--- src/rtl/hazard_ctrl_if.sv ---
// hazard_ctrl_if: bundle between the pipeline stage latches and the hazard unit.
// master = pipeline side (publishes latch contents, consumes stage controls),
// slave  = hazard_ctrl side.
// Optional macro HAZARD_PERF_EN adds the stall/flush performance counters.
interface hazard_ctrl_if;
    // IF/ID latch view
    logic [4:0]  id_rs1;
    logic [4:0]  id_rs2;
    logic        id_rs1_used;
    logic        id_rs2_used;
    // ID/EX latch view
    logic [4:0]  ex_rs1;
    logic [4:0]  ex_rs2;
    logic [4:0]  ex_rd;
    logic        ex_rd_memory;
    logic        ex_branch_taken;
    // EX/MEM and MEM/WB writeback view
    logic [4:0]  mem_rd;
    logic        mem_save_to_reg;
    logic [4:0]  wb_rd;
    logic        wb_save_to_reg;
    // data-memory handshake
    logic        dmem_req;
    logic        dmem_ack;
    // stage controls back to the latches
    logic        pc_ena;
    logic        ifid_ena;
    logic        idex_ena;
    logic        exmem_ena;
    logic        memwb_ena;
    logic        ifid_x;
    logic        idex_x;
    // EX operand forwarding selects
    logic [1:0]  fwd_a_sel;
    logic [1:0]  fwd_b_sel;
`ifdef HAZARD_PERF_EN
    logic [31:0] stall_cnt;
    logic [31:0] flush_cnt;
`endif

    modport master (
        output id_rs1, id_rs2, id_rs1_used, id_rs2_used,
        output ex_rs1, ex_rs2, ex_rd, ex_rd_memory, ex_branch_taken,
        output mem_rd, mem_save_to_reg, wb_rd, wb_save_to_reg,
        output dmem_req, dmem_ack,
        input  pc_ena, ifid_ena, idex_ena, exmem_ena, memwb_ena,
        input  ifid_x, idex_x,
        input  fwd_a_sel, fwd_b_sel
`ifdef HAZARD_PERF_EN
        , input stall_cnt, flush_cnt
`endif
    );

    modport slave (
        input  id_rs1, id_rs2, id_rs1_used, id_rs2_used,
        input  ex_rs1, ex_rs2, ex_rd, ex_rd_memory, ex_branch_taken,
        input  mem_rd, mem_save_to_reg, wb_rd, wb_save_to_reg,
        input  dmem_req, dmem_ack,
        output pc_ena, ifid_ena, idex_ena, exmem_ena, memwb_ena,
        output ifid_x, idex_x,
        output fwd_a_sel, fwd_b_sel
`ifdef HAZARD_PERF_EN
        , output stall_cnt, flush_cnt
`endif
    );
endinterface

--- src/rtl/hazard_ctrl.sv ---
// hazard_ctrl: stage-enable / bubble / flush control and EX operand forwarding
// for the 5-stage RV32I pipe. Load-use hazards insert LOAD_BUBBLES bubbles,
// taken branches squash IF/ID and ID/EX, data-memory waits freeze the pipe.
// Optional macro HAZARD_PERF_EN adds 32-bit stall_cnt / flush_cnt counters.
module hazard_ctrl #(
    parameter int LOAD_BUBBLES = 1
) (
    input  logic         stg_clk,
    input  logic         reset_n,
    hazard_ctrl_if.slave hz
);

    // Value loaded into the bubble counter when a load-use hit is taken.
    localparam logic [1:0] BCNT_LOAD    = 2'(LOAD_BUBBLES - 1);
    localparam bit         MULTI_BUBBLE = (LOAD_BUBBLES > 1);

    typedef enum logic [1:0] {
        ST_RUN    = 2'd0,
        ST_LSTALL = 2'd1,
        ST_MWAIT  = 2'd2
    } state_t;

    state_t     r_state;
    state_t     w_state_next;
    logic [1:0] r_bcnt;
    logic [1:0] w_bcnt_next;

    logic       w_lu;
    logic       w_mw;
    logic       w_rs1_hit;
    logic       w_rs2_hit;

    logic       w_pc_ena;
    logic       w_ifid_ena;
    logic       w_idex_ena;
    logic       w_exmem_ena;
    logic       w_memwb_ena;
    logic       w_ifid_x;
    logic       w_idex_x;

    // ------------------------------------------------------------------
    // Hazard detection
    // ------------------------------------------------------------------
    assign w_rs1_hit = hz.id_rs1_used && (hz.id_rs1 == hz.ex_rd);
    assign w_rs2_hit = hz.id_rs2_used && (hz.id_rs2 == hz.ex_rd);
    // A load into x0 never produces a value, so it cannot cause a hazard.
    assign w_lu      = hz.ex_rd_memory && (hz.ex_rd != 5'd0) && (w_rs1_hit || w_rs2_hit);
    assign w_mw      = hz.dmem_req && !hz.dmem_ack;

    // ------------------------------------------------------------------
    // FSM
    // ------------------------------------------------------------------
    // State and bubble-counter register; reset abandons outstanding bubbles.
    always_ff @(posedge stg_clk or negedge reset_n) begin
        if (!reset_n) begin
            r_state <= ST_RUN;
            r_bcnt  <= 2'd0;
        end else begin
            r_state <= w_state_next;
            r_bcnt  <= w_bcnt_next;
        end
    end

    // Next-state and next bubble count.
    always_comb begin
        w_state_next = r_state;
        w_bcnt_next  = r_bcnt;
        case (r_state)
            ST_RUN: begin
                if (w_mw) begin
                    w_state_next = ST_MWAIT;
                end else if (hz.ex_branch_taken) begin
                    // branch squashes the younger instruction: no bubble
                    w_state_next = ST_RUN;
                end else if (w_lu) begin
                    w_bcnt_next = BCNT_LOAD;
                    if (MULTI_BUBBLE) begin
                        w_state_next = ST_LSTALL;
                    end
                end
            end
            ST_LSTALL: begin
                // a memory wait freezes the bubble sequence in place
                if (!w_mw) begin
                    w_bcnt_next = r_bcnt - 2'd1;
                    if (r_bcnt <= 2'd1) begin
                        w_state_next = ST_RUN;
                    end
                end
            end
            ST_MWAIT: begin
                if (hz.dmem_ack) begin
                    w_state_next = ST_RUN;
                end
            end
            default: begin
                w_state_next = ST_RUN;
                w_bcnt_next  = 2'd0;
            end
        endcase
    end

    // Stage enables and bubble inserts; forced to free-run while in reset.
    always_comb begin
        w_pc_ena    = 1'b1;
        w_ifid_ena  = 1'b1;
        w_idex_ena  = 1'b1;
        w_exmem_ena = 1'b1;
        w_memwb_ena = 1'b1;
        w_ifid_x    = 1'b0;
        w_idex_x    = 1'b0;
        if (reset_n) begin
            case (r_state)
                ST_RUN: begin
                    if (w_mw) begin
                        w_pc_ena    = 1'b0;
                        w_ifid_ena  = 1'b0;
                        w_idex_ena  = 1'b0;
                        w_exmem_ena = 1'b0;
                        w_memwb_ena = 1'b0;
                    end else if (hz.ex_branch_taken) begin
                        w_ifid_x = 1'b1;
                        w_idex_x = 1'b1;
                    end else if (w_lu) begin
                        w_pc_ena   = 1'b0;
                        w_ifid_ena = 1'b0;
                        w_idex_x   = 1'b1;
                    end
                end
                ST_LSTALL: begin
                    if (w_mw) begin
                        w_pc_ena    = 1'b0;
                        w_ifid_ena  = 1'b0;
                        w_idex_ena  = 1'b0;
                        w_exmem_ena = 1'b0;
                        w_memwb_ena = 1'b0;
                    end else begin
                        w_pc_ena   = 1'b0;
                        w_ifid_ena = 1'b0;
                        w_idex_x   = 1'b1;
                    end
                end
                ST_MWAIT: begin
                    if (!hz.dmem_ack) begin
                        w_pc_ena    = 1'b0;
                        w_ifid_ena  = 1'b0;
                        w_idex_ena  = 1'b0;
                        w_exmem_ena = 1'b0;
                        w_memwb_ena = 1'b0;
                    end
                end
                default: begin
                    w_pc_ena = 1'b1;
                end
            endcase
        end
    end

    assign hz.pc_ena    = w_pc_ena;
    assign hz.ifid_ena  = w_ifid_ena;
    assign hz.idex_ena  = w_idex_ena;
    assign hz.exmem_ena = w_exmem_ena;
    assign hz.memwb_ena = w_memwb_ena;
    assign hz.ifid_x    = w_ifid_x;
    assign hz.idex_x    = w_idex_x;

    // ------------------------------------------------------------------
    // Operand forwarding: operand 0 = A (ex_rs1), operand 1 = B (ex_rs2).
    // EX/MEM is the younger producer, so it wins over MEM/WB; x0 is never
    // forwarded because its architectural value is always zero.
    // ------------------------------------------------------------------
    logic [4:0] w_src_rs  [2];
    logic [1:0] w_fwd_sel [2];

    assign w_src_rs[0] = hz.ex_rs1;
    assign w_src_rs[1] = hz.ex_rs2;

    generate
        for (genvar gi = 0; gi < 2; gi++) begin : g_fwd
            logic w_mem_hit;
            logic w_wb_hit;
            assign w_mem_hit = hz.mem_save_to_reg && (hz.mem_rd != 5'd0)
                               && (hz.mem_rd == w_src_rs[gi]);
            assign w_wb_hit  = hz.wb_save_to_reg && (hz.wb_rd != 5'd0)
                               && (hz.wb_rd == w_src_rs[gi]);
            assign w_fwd_sel[gi] = w_mem_hit ? 2'b01 :
                                   w_wb_hit  ? 2'b10 : 2'b00;
        end
    endgenerate

    assign hz.fwd_a_sel = w_fwd_sel[0];
    assign hz.fwd_b_sel = w_fwd_sel[1];

`ifdef HAZARD_PERF_EN
    // ------------------------------------------------------------------
    // Performance counters (free-wrapping)
    // ------------------------------------------------------------------
    logic [31:0] r_stall_cnt;
    logic [31:0] r_flush_cnt;
    logic        w_flush;

    assign w_flush = (r_state == ST_RUN) && !w_mw && hz.ex_branch_taken;

    // Count stalled PC cycles and branch flushes.
    always_ff @(posedge stg_clk or negedge reset_n) begin
        if (!reset_n) begin
            r_stall_cnt <= 32'd0;
            r_flush_cnt <= 32'd0;
        end else begin
            if (!w_pc_ena) begin
                r_stall_cnt <= r_stall_cnt + 32'd1;
            end
            if (w_flush) begin
                r_flush_cnt <= r_flush_cnt + 32'd1;
            end
        end
    end

    assign hz.stall_cnt = r_stall_cnt;
    assign hz.flush_cnt = r_flush_cnt;
`endif

endmodule

--- src/flat_wrapper.sv ---
// flat-port wrapper written by rule: the top's interface ports become plain ports
module hazard_ctrl_flat 
#(
    parameter int LOAD_BUBBLES = 1
)
  (stg_clk, reset_n, hz_id_rs1, hz_id_rs2, hz_id_rs1_used, hz_id_rs2_used, hz_ex_rs1, hz_ex_rs2, hz_ex_rd, hz_ex_rd_memory, hz_ex_branch_taken, hz_mem_rd, hz_mem_save_to_reg, hz_wb_rd, hz_wb_save_to_reg, hz_dmem_req, hz_dmem_ack, hz_pc_ena, hz_ifid_ena, hz_idex_ena, hz_exmem_ena, hz_memwb_ena, hz_ifid_x, hz_idex_x, hz_fwd_a_sel, hz_fwd_b_sel);
  hazard_ctrl_if hz_i ();
  input  logic stg_clk;
  input  logic reset_n;
  input wire logic [$bits(hz_i.id_rs1)-1:0] hz_id_rs1;
  input wire logic [$bits(hz_i.id_rs2)-1:0] hz_id_rs2;
  input wire logic [$bits(hz_i.id_rs1_used)-1:0] hz_id_rs1_used;
  input wire logic [$bits(hz_i.id_rs2_used)-1:0] hz_id_rs2_used;
  input wire logic [$bits(hz_i.ex_rs1)-1:0] hz_ex_rs1;
  input wire logic [$bits(hz_i.ex_rs2)-1:0] hz_ex_rs2;
  input wire logic [$bits(hz_i.ex_rd)-1:0] hz_ex_rd;
  input wire logic [$bits(hz_i.ex_rd_memory)-1:0] hz_ex_rd_memory;
  input wire logic [$bits(hz_i.ex_branch_taken)-1:0] hz_ex_branch_taken;
  input wire logic [$bits(hz_i.mem_rd)-1:0] hz_mem_rd;
  input wire logic [$bits(hz_i.mem_save_to_reg)-1:0] hz_mem_save_to_reg;
  input wire logic [$bits(hz_i.wb_rd)-1:0] hz_wb_rd;
  input wire logic [$bits(hz_i.wb_save_to_reg)-1:0] hz_wb_save_to_reg;
  input wire logic [$bits(hz_i.dmem_req)-1:0] hz_dmem_req;
  input wire logic [$bits(hz_i.dmem_ack)-1:0] hz_dmem_ack;
  output wire logic [$bits(hz_i.pc_ena)-1:0] hz_pc_ena;
  output wire logic [$bits(hz_i.ifid_ena)-1:0] hz_ifid_ena;
  output wire logic [$bits(hz_i.idex_ena)-1:0] hz_idex_ena;
  output wire logic [$bits(hz_i.exmem_ena)-1:0] hz_exmem_ena;
  output wire logic [$bits(hz_i.memwb_ena)-1:0] hz_memwb_ena;
  output wire logic [$bits(hz_i.ifid_x)-1:0] hz_ifid_x;
  output wire logic [$bits(hz_i.idex_x)-1:0] hz_idex_x;
  output wire logic [$bits(hz_i.fwd_a_sel)-1:0] hz_fwd_a_sel;
  output wire logic [$bits(hz_i.fwd_b_sel)-1:0] hz_fwd_b_sel;
  assign hz_i.id_rs1 = hz_id_rs1;
  assign hz_i.id_rs2 = hz_id_rs2;
  assign hz_i.id_rs1_used = hz_id_rs1_used;
  assign hz_i.id_rs2_used = hz_id_rs2_used;
  assign hz_i.ex_rs1 = hz_ex_rs1;
  assign hz_i.ex_rs2 = hz_ex_rs2;
  assign hz_i.ex_rd = hz_ex_rd;
  assign hz_i.ex_rd_memory = hz_ex_rd_memory;
  assign hz_i.ex_branch_taken = hz_ex_branch_taken;
  assign hz_i.mem_rd = hz_mem_rd;
  assign hz_i.mem_save_to_reg = hz_mem_save_to_reg;
  assign hz_i.wb_rd = hz_wb_rd;
  assign hz_i.wb_save_to_reg = hz_wb_save_to_reg;
  assign hz_i.dmem_req = hz_dmem_req;
  assign hz_i.dmem_ack = hz_dmem_ack;
  assign hz_pc_ena = hz_i.pc_ena;
  assign hz_ifid_ena = hz_i.ifid_ena;
  assign hz_idex_ena = hz_i.idex_ena;
  assign hz_exmem_ena = hz_i.exmem_ena;
  assign hz_memwb_ena = hz_i.memwb_ena;
  assign hz_ifid_x = hz_i.ifid_x;
  assign hz_idex_x = hz_i.idex_x;
  assign hz_fwd_a_sel = hz_i.fwd_a_sel;
  assign hz_fwd_b_sel = hz_i.fwd_b_sel;
  hazard_ctrl #(.LOAD_BUBBLES(LOAD_BUBBLES)) u_core (.stg_clk(stg_clk), .reset_n(reset_n), .hz(hz_i));
endmodule
--- config.mk ---
export PLATFORM = sky130hd
export DESIGN_NAME = hazard_ctrl_flat
export DESIGN_NICKNAME = d
export VERILOG_FILES = /design/src/rtl/hazard_ctrl_if.sv /design/src/rtl/hazard_ctrl.sv /design/src/flat_wrapper.sv
export SDC_FILE = /design/constraint.sdc
export NUM_CORES = 1
export LEC_CHECK = 0
export CELL_PAD_IN_SITES_DETAIL_PLACEMENT = 1
export CELL_PAD_IN_SITES_GLOBAL_PLACEMENT = 1
export CORE_UTILIZATION = 17
export CTS_CLUSTER_SIZE = 24
export DETAILED_ROUTE_END_ITERATION = 16
export PLACE_DENSITY_LB_ADDON = 0.1
export SLEW_MARGIN = 25
export SYNTH_ARGS = -nofsm -noshare
export SYNTH_HDL_FRONTEND = slang
export SYNTH_SLANG_ARGS = --single-unit
--- constraint.sdc ---
create_clock -name stg_clk -period 1.58 [get_ports stg_clk]
set_clock_uncertainty 0.2 [all_clocks]
set_input_delay 0.158 -clock stg_clk [delete_from_list [all_inputs] [get_ports stg_clk]]
set_output_delay 0.158 -clock stg_clk [all_outputs]
set_load 0.005 [all_outputs]
== After elaboration in Yosys (flattened, before gate mapping) ==
Cells that the tools add are included.

* Add/subtract/negate cells: 1
* Multiply operators: 0
* Divide/modulo/power cells: 0
* Magnitude comparators: 1
* Eq/ne operators: 15
* Shifts and indexed selects: 0
* Muxes and demuxes: 33
* Bitwise logic cells: 1
* Reduce and logical (&&, ||, !) cells: 20

{| class="wikitable"
|+ Operators with widths
! cell !! count
|-
| 5-bit equality test || 6
|-
| 2-bit two-way mux || 13
|-
| 1-bit two-way mux || 15
|-
| 5-bit nonzero test || 3
|-
| 2-bit case mux with 3 select lines || 2
|-
| 1-bit logical AND || 11
|-
| 2-bit inequality test (second input constant) || 4
|-
| 5-bit AND reduction || 1
|-
| 2-bit by 1-bit inequality test with 1-bit output (second input constant) || 2
|-
| 1-bit case mux with 2 select lines || 2
|-
| 4-bit AND reduction || 1
|-
| 3-bit by 2-bit inequality test with 1-bit output (second input constant) || 1
|-
| 1-bit case mux with 3 select lines || 1
|-
| 2-bit by 1-bit equality test with 1-bit output (second input constant) || 1
|-
| 2-bit equality test (second input constant) || 1
|-
| 2-bit by 1-bit <= comparator with 1-bit output (second input constant) || 1
|-
| 2-bit zero test || 1
|-
| 2-bit OR reduction || 1
|-
| 2-bit by 1-bit subtractor with 2-bit output (second input constant) || 1
|-
| 1-bit zero test || 1
|-
| 1-bit logical OR || 1
|-
| 1-bit NOT || 1
|}

* Bits in registers: 4
* Latch bits: 0
* Memory bits (writable): 0
* Bits in read-only memories: 0
* Output and inout port bits: 11
* Memories: 0

== Depth between registers and ports, before layout ==
* Word-level depth: 9
* Mapped depth: 5
* Depth with buffers taken out: 4

== Least setup slack after synthesis ==
No wires, ideal clock.

* Path type: input-to-output
* Start: input port hz_mem_rd[4]
* End: output port hz_fwd_a_sel[1]
* Arrival time: 1.184 ns
* Required time: 1.222 ns
* Setup slack: 0.038 ns
* Stages on the path: 4
* Buffers on the path: 0
* Cell sequence: or4_1 > o21ai_2 > nor4_1 > nor4_2

* Word-level cells in the longest chain between the ends: 4
* Elaborated cells between the ends (all ways): 5
* Those cells by class: 1 x eq/ne; 1 x mux; 3 x reduce/logical

{| class="wikitable"
|+ Ends and longest elaborated chain
! element !! RTL line !! source
|-
| start: declaration || flat_wrapper.sv:19 || <nowiki>input wire logic [$bits(hz_i.mem_rd)-1:0] hz_mem_rd;</nowiki>
|-
| 5-bit nonzero test || hazard_ctrl.sv:182 || <nowiki>assign w_mem_hit = hz.mem_save_to_reg && (hz.mem_rd != 5'd0)</nowiki>
|-
| 1-bit logical AND || hazard_ctrl.sv:182 ||
|-
| 1-bit logical AND (*) || hazard_ctrl.sv:183 || <nowiki>&& (hz.mem_rd == w_src_rs[gi]);</nowiki>
|-
| net u_core.g_fwd[0].w_mem_hit || hazard_ctrl.sv:180 || <nowiki>logic w_mem_hit;</nowiki>
|-
| 2-bit two-way mux (*) || hazard_ctrl.sv:186 || <nowiki>assign w_fwd_sel[gi] = w_mem_hit ? 2'b01 :</nowiki>
|-
| end: declaration || flat_wrapper.sv:32 || <nowiki>output wire logic [$bits(hz_i.fwd_a_sel)-1:0] hz_fwd_a_sel;</nowiki>
|}

Mark *: on every way through the listed nets, which the timed path passes. The rest lies on a longest branch.

== Final worst setup path ==
* Start: input port hz_mem_rd[2]
* End: output port hz_fwd_b_sel[1]

* Word-level cells in the longest chain between the ends: 4
* Elaborated cells between the ends (all ways): 5
* Those cells by class: 1 x eq/ne; 1 x mux; 3 x reduce/logical

{| class="wikitable"
|+ Ends and longest elaborated chain
! element !! RTL line !! source
|-
| 5-bit nonzero test || hazard_ctrl.sv:182 ||
|-
| 1-bit logical AND || hazard_ctrl.sv:182 ||
|-
| 1-bit logical AND (*) || hazard_ctrl.sv:183 ||
|-
| 2-bit two-way mux (*) || hazard_ctrl.sv:186 ||
|-
| end: declaration || flat_wrapper.sv:33 || <nowiki>output wire logic [$bits(hz_i.fwd_b_sel)-1:0] hz_fwd_b_sel;</nowiki>
|}

Every way passes the cells marked *; elsewhere a longest branch is shown, timed or not.

==> impl_metrics.py <==
metrics = {
    "flow_run": {
        "drv_cap": 0,
    },
    "cells_and_area": {
        "n_fill_cell": 344,
        "nets": 191,
        "drive_above_1_share": 0.472,
        "multi_input_area_um2": 563,
        "top_register": "u_core.r_state",
        "area_growth_pct": 156,
        "largest_reg_flops": 1,
        "final_cell_area_mm2": 0.00134,
        "seqCellArea_um2": 25.0,
        "antenna_cells": 0,
        "reg_top3": "u_core.r_state: 1 flops",
    },
    "sta": {
        "hold_viol": 0,
        "fin_crit_ns": 1.83,
        "tightest_slew_ns": 0.315,
        "setup_violations": 7,
        "fin_crit_sh": 1.16,
        "slew_violations": 0,
        "max_freq_mhz": 545,
        "slew_headroom": 0.789,
        "layout_setup_ws_ns": -0.255,
        "grt_setup_unrepaired": "yes",
        "timing.hold.ws_ns": 0.364,
    },
    "critical_path": {
        "required_ns": 1.22,
        "worstPathCellList": "buf_6 > or4_4 > o21ai_4 > nor4_4 > nor4_2 > buf_2",
        "arrival_ns": 1.48,
        "critPathMaxStageDelay_ns": 0.53,
        "crit_fanout": 2,
        "endpoint_kind": "primary output",
        "crit_type": "input port to primary output",
        "cp_slowest_cell": "or4_4",
        "cp-start-kind": "input port",
    },
    "routing": {
        "wl_per_cell_um": 13.6,
        "drtPass1Iterations": 10,
        "drc_errors": 2,
        "wl_um": 2380,
        "via_count": 773,
        "ant_nets": 0,
        "routed_via_density": 4.42,
        "drt_iter0_markers": 5,
    },
    "global_routing": {
        "grt_pass1_wl_um": 3690,
        "grt_max_degree": 4,
        "grt_pass1_vias": 851,
        "track_usage": 0.139,
        "overflow": 0,
        "antenna_found_initial": 0,
    },
    "synth": {
        "syn_inst": 65,
        "syn_area_per_cell_um2": 8.03,
        "ys_seq_area_frac": 0.0480,
        "synth_warnings": 0,
        "synth_area_um2": 522,
        "syn-num-nets": 110,
        "synth.distinct_cells": 20,
        "synth_seq_cells": 1,
    },
    "floorplan": {
        "row_count": 19,
        "coreArea_mm2": 0.00283,
        "die_area_mm2": 0.00329,
        "chipHeight_um": 57.4,
        "die_w_um": 57.4,
        "initial_utilization": 0.184,
        "io_pins": 56,
    },
    "placed_design": {
        "io_buffers": 55,
        "place.gp.congestion": 0.735,
        "placed_area_mm2": 0.00125,
        "post-place-ws_ns": -0.987,
        "place_hpwl_um": 2050,
    },
    "outcome": {
        "violations": "design-rule violations, negative setup slack",
        "status": "finished, violations left",
    },
    "hold_path": {
        "hp-class": "input port to flop",
    },
    "clock_tree": {
        "path_clk_slew_ns": 0,
        "clk_latency_ns": 0,
    },
    "pwr": {
        "finalPower_uw": 345,
        "power.static_leakage_uw": 0.000604,
        "ir_worst_vdd_mv": 0.187,
        "p_per_area_mw_per_mm2": 258,
    },
}
cell usage in the layout (no fill, tap or decap), types with 3 or more instances in the layout:
master | synthesis | layout
buf_4 | 5 | 21
or4_4 | 0 | 3
clkdlybuf4s50_1 | 0 | 6
nand2_1 | 3 | 3
dlygate4sd2_1 | 0 | 20
clkbuf_2 | 0 | 3
clkdlybuf4s15_1 | 0 | 4
nor4_4 | 0 | 3
buf_6 | 0 | 14
buf_2 | 0 | 12
xor2_1 | 22 | 22
xnor2_1 | 8 | 7
synth_stat cells:
cell type  count  area, um^2
nor3b_1        1        7.51
nor2_1         2        7.51
nor4_2         2        25.0
or4_1          5        37.5
nor4_1         4        25.0
a32oi_1        1        8.76
nor2b_1        1        6.26
xnor2_1        8        70.1
and2_1         1        6.26
and2_0         1        6.26
xor2_1        22         193
nand4b_1       1        8.76
o21ai_1        1        5.00
o21bai_1       1        7.51
buf_4          5        37.5
nand3_1        2        10.0
o21ai_2        1        8.76
nand2_1        3        11.3
dfrtp_1        1        25.0
o21a_1         2        15.0
logic make-up (layout without fill, tap and decap cells):
kind of cell,Yosys count,after routing,synth area share
buf+inv,5,84,0.0720
compound gates,6,6,0.0863
flops,1,1,0.0480
xor+xnor,30,30,0.504
simple gates,23,23,0.290
per-stage QoR:
step,util,setup TNS [ns],instances
floorplan,-,0,65
global placement,0.441,-7.43,169
detailed placement,0.441,-7.65,169
CTS,0.455,-1.16,173
global route,0.473,-1.48,175
finish,0.473,-1.11,175
worst paths after layout:
path                                                     from                            end  slack [ns]  cells past startpoint
worst max register to register  u_core.r_state[1]$_DFFE_PN0P_  u_core.r_state[1]$_DFFE_PN0P_        0.54                      3
worst max-delay path                             hz_mem_rd[2]                hz_fwd_b_sel[1]       -0.25                      6
worst min register to register  u_core.r_state[1]$_DFFE_PN0P_  u_core.r_state[1]$_DFFE_PN0P_        0.47                      3
worst min-delay path                              hz_dmem_req  u_core.r_state[1]$_DFFE_PN0P_        0.36                      3
min in group asynchronous                             reset_n  u_core.r_state[1]$_DFFE_PN0P_        0.43                      3
max in group asynchronous                             reset_n  u_core.r_state[1]$_DFFE_PN0P_        0.65                      3
layout make-up:
type,count,share of cell area
Sequential cell,1,0.0187
Timing Repair Buffer,84,0.531
Multi-Input combinational cell,59,0.421
Tap cell,31,0.0290
routing by layer:
metal | vias up | wire length (um) | track usage
met5 | - | 0 | 0
met4 | 0 | 0 | 0
met3 | 0 | 133 | 0.00680
met2 | 27 | 1300 | 0.277
met1 | 360 | 949 | 0.172
li1 | 386 | - | -
worst max-delay path: cells and delay by family:
| family | cells | cell delay, ns |
|---|---|---|
| buffers and inverters | 2 | 0.24 |
| AOI/OAI and AO/OA | 1 | 0.20 |
| and+or+nand+nor | 3 | 0.87 |
power breakdown:
group          internal, uW  switching, uW  total [uW]
clock network             0              0           0
registers              27.8           1.77        29.6
logic                   188            127         315
repair_timing:
item	4_1_cts	5_1_grt
pin swaps	25	10
buffers inserted	4	2
endpoints found under the hold margin	0	1
gates resized for setup	138	15
endpoints found under the setup margin	11	11
hold buffers	0	1
(Power assumes the default switching activity.)
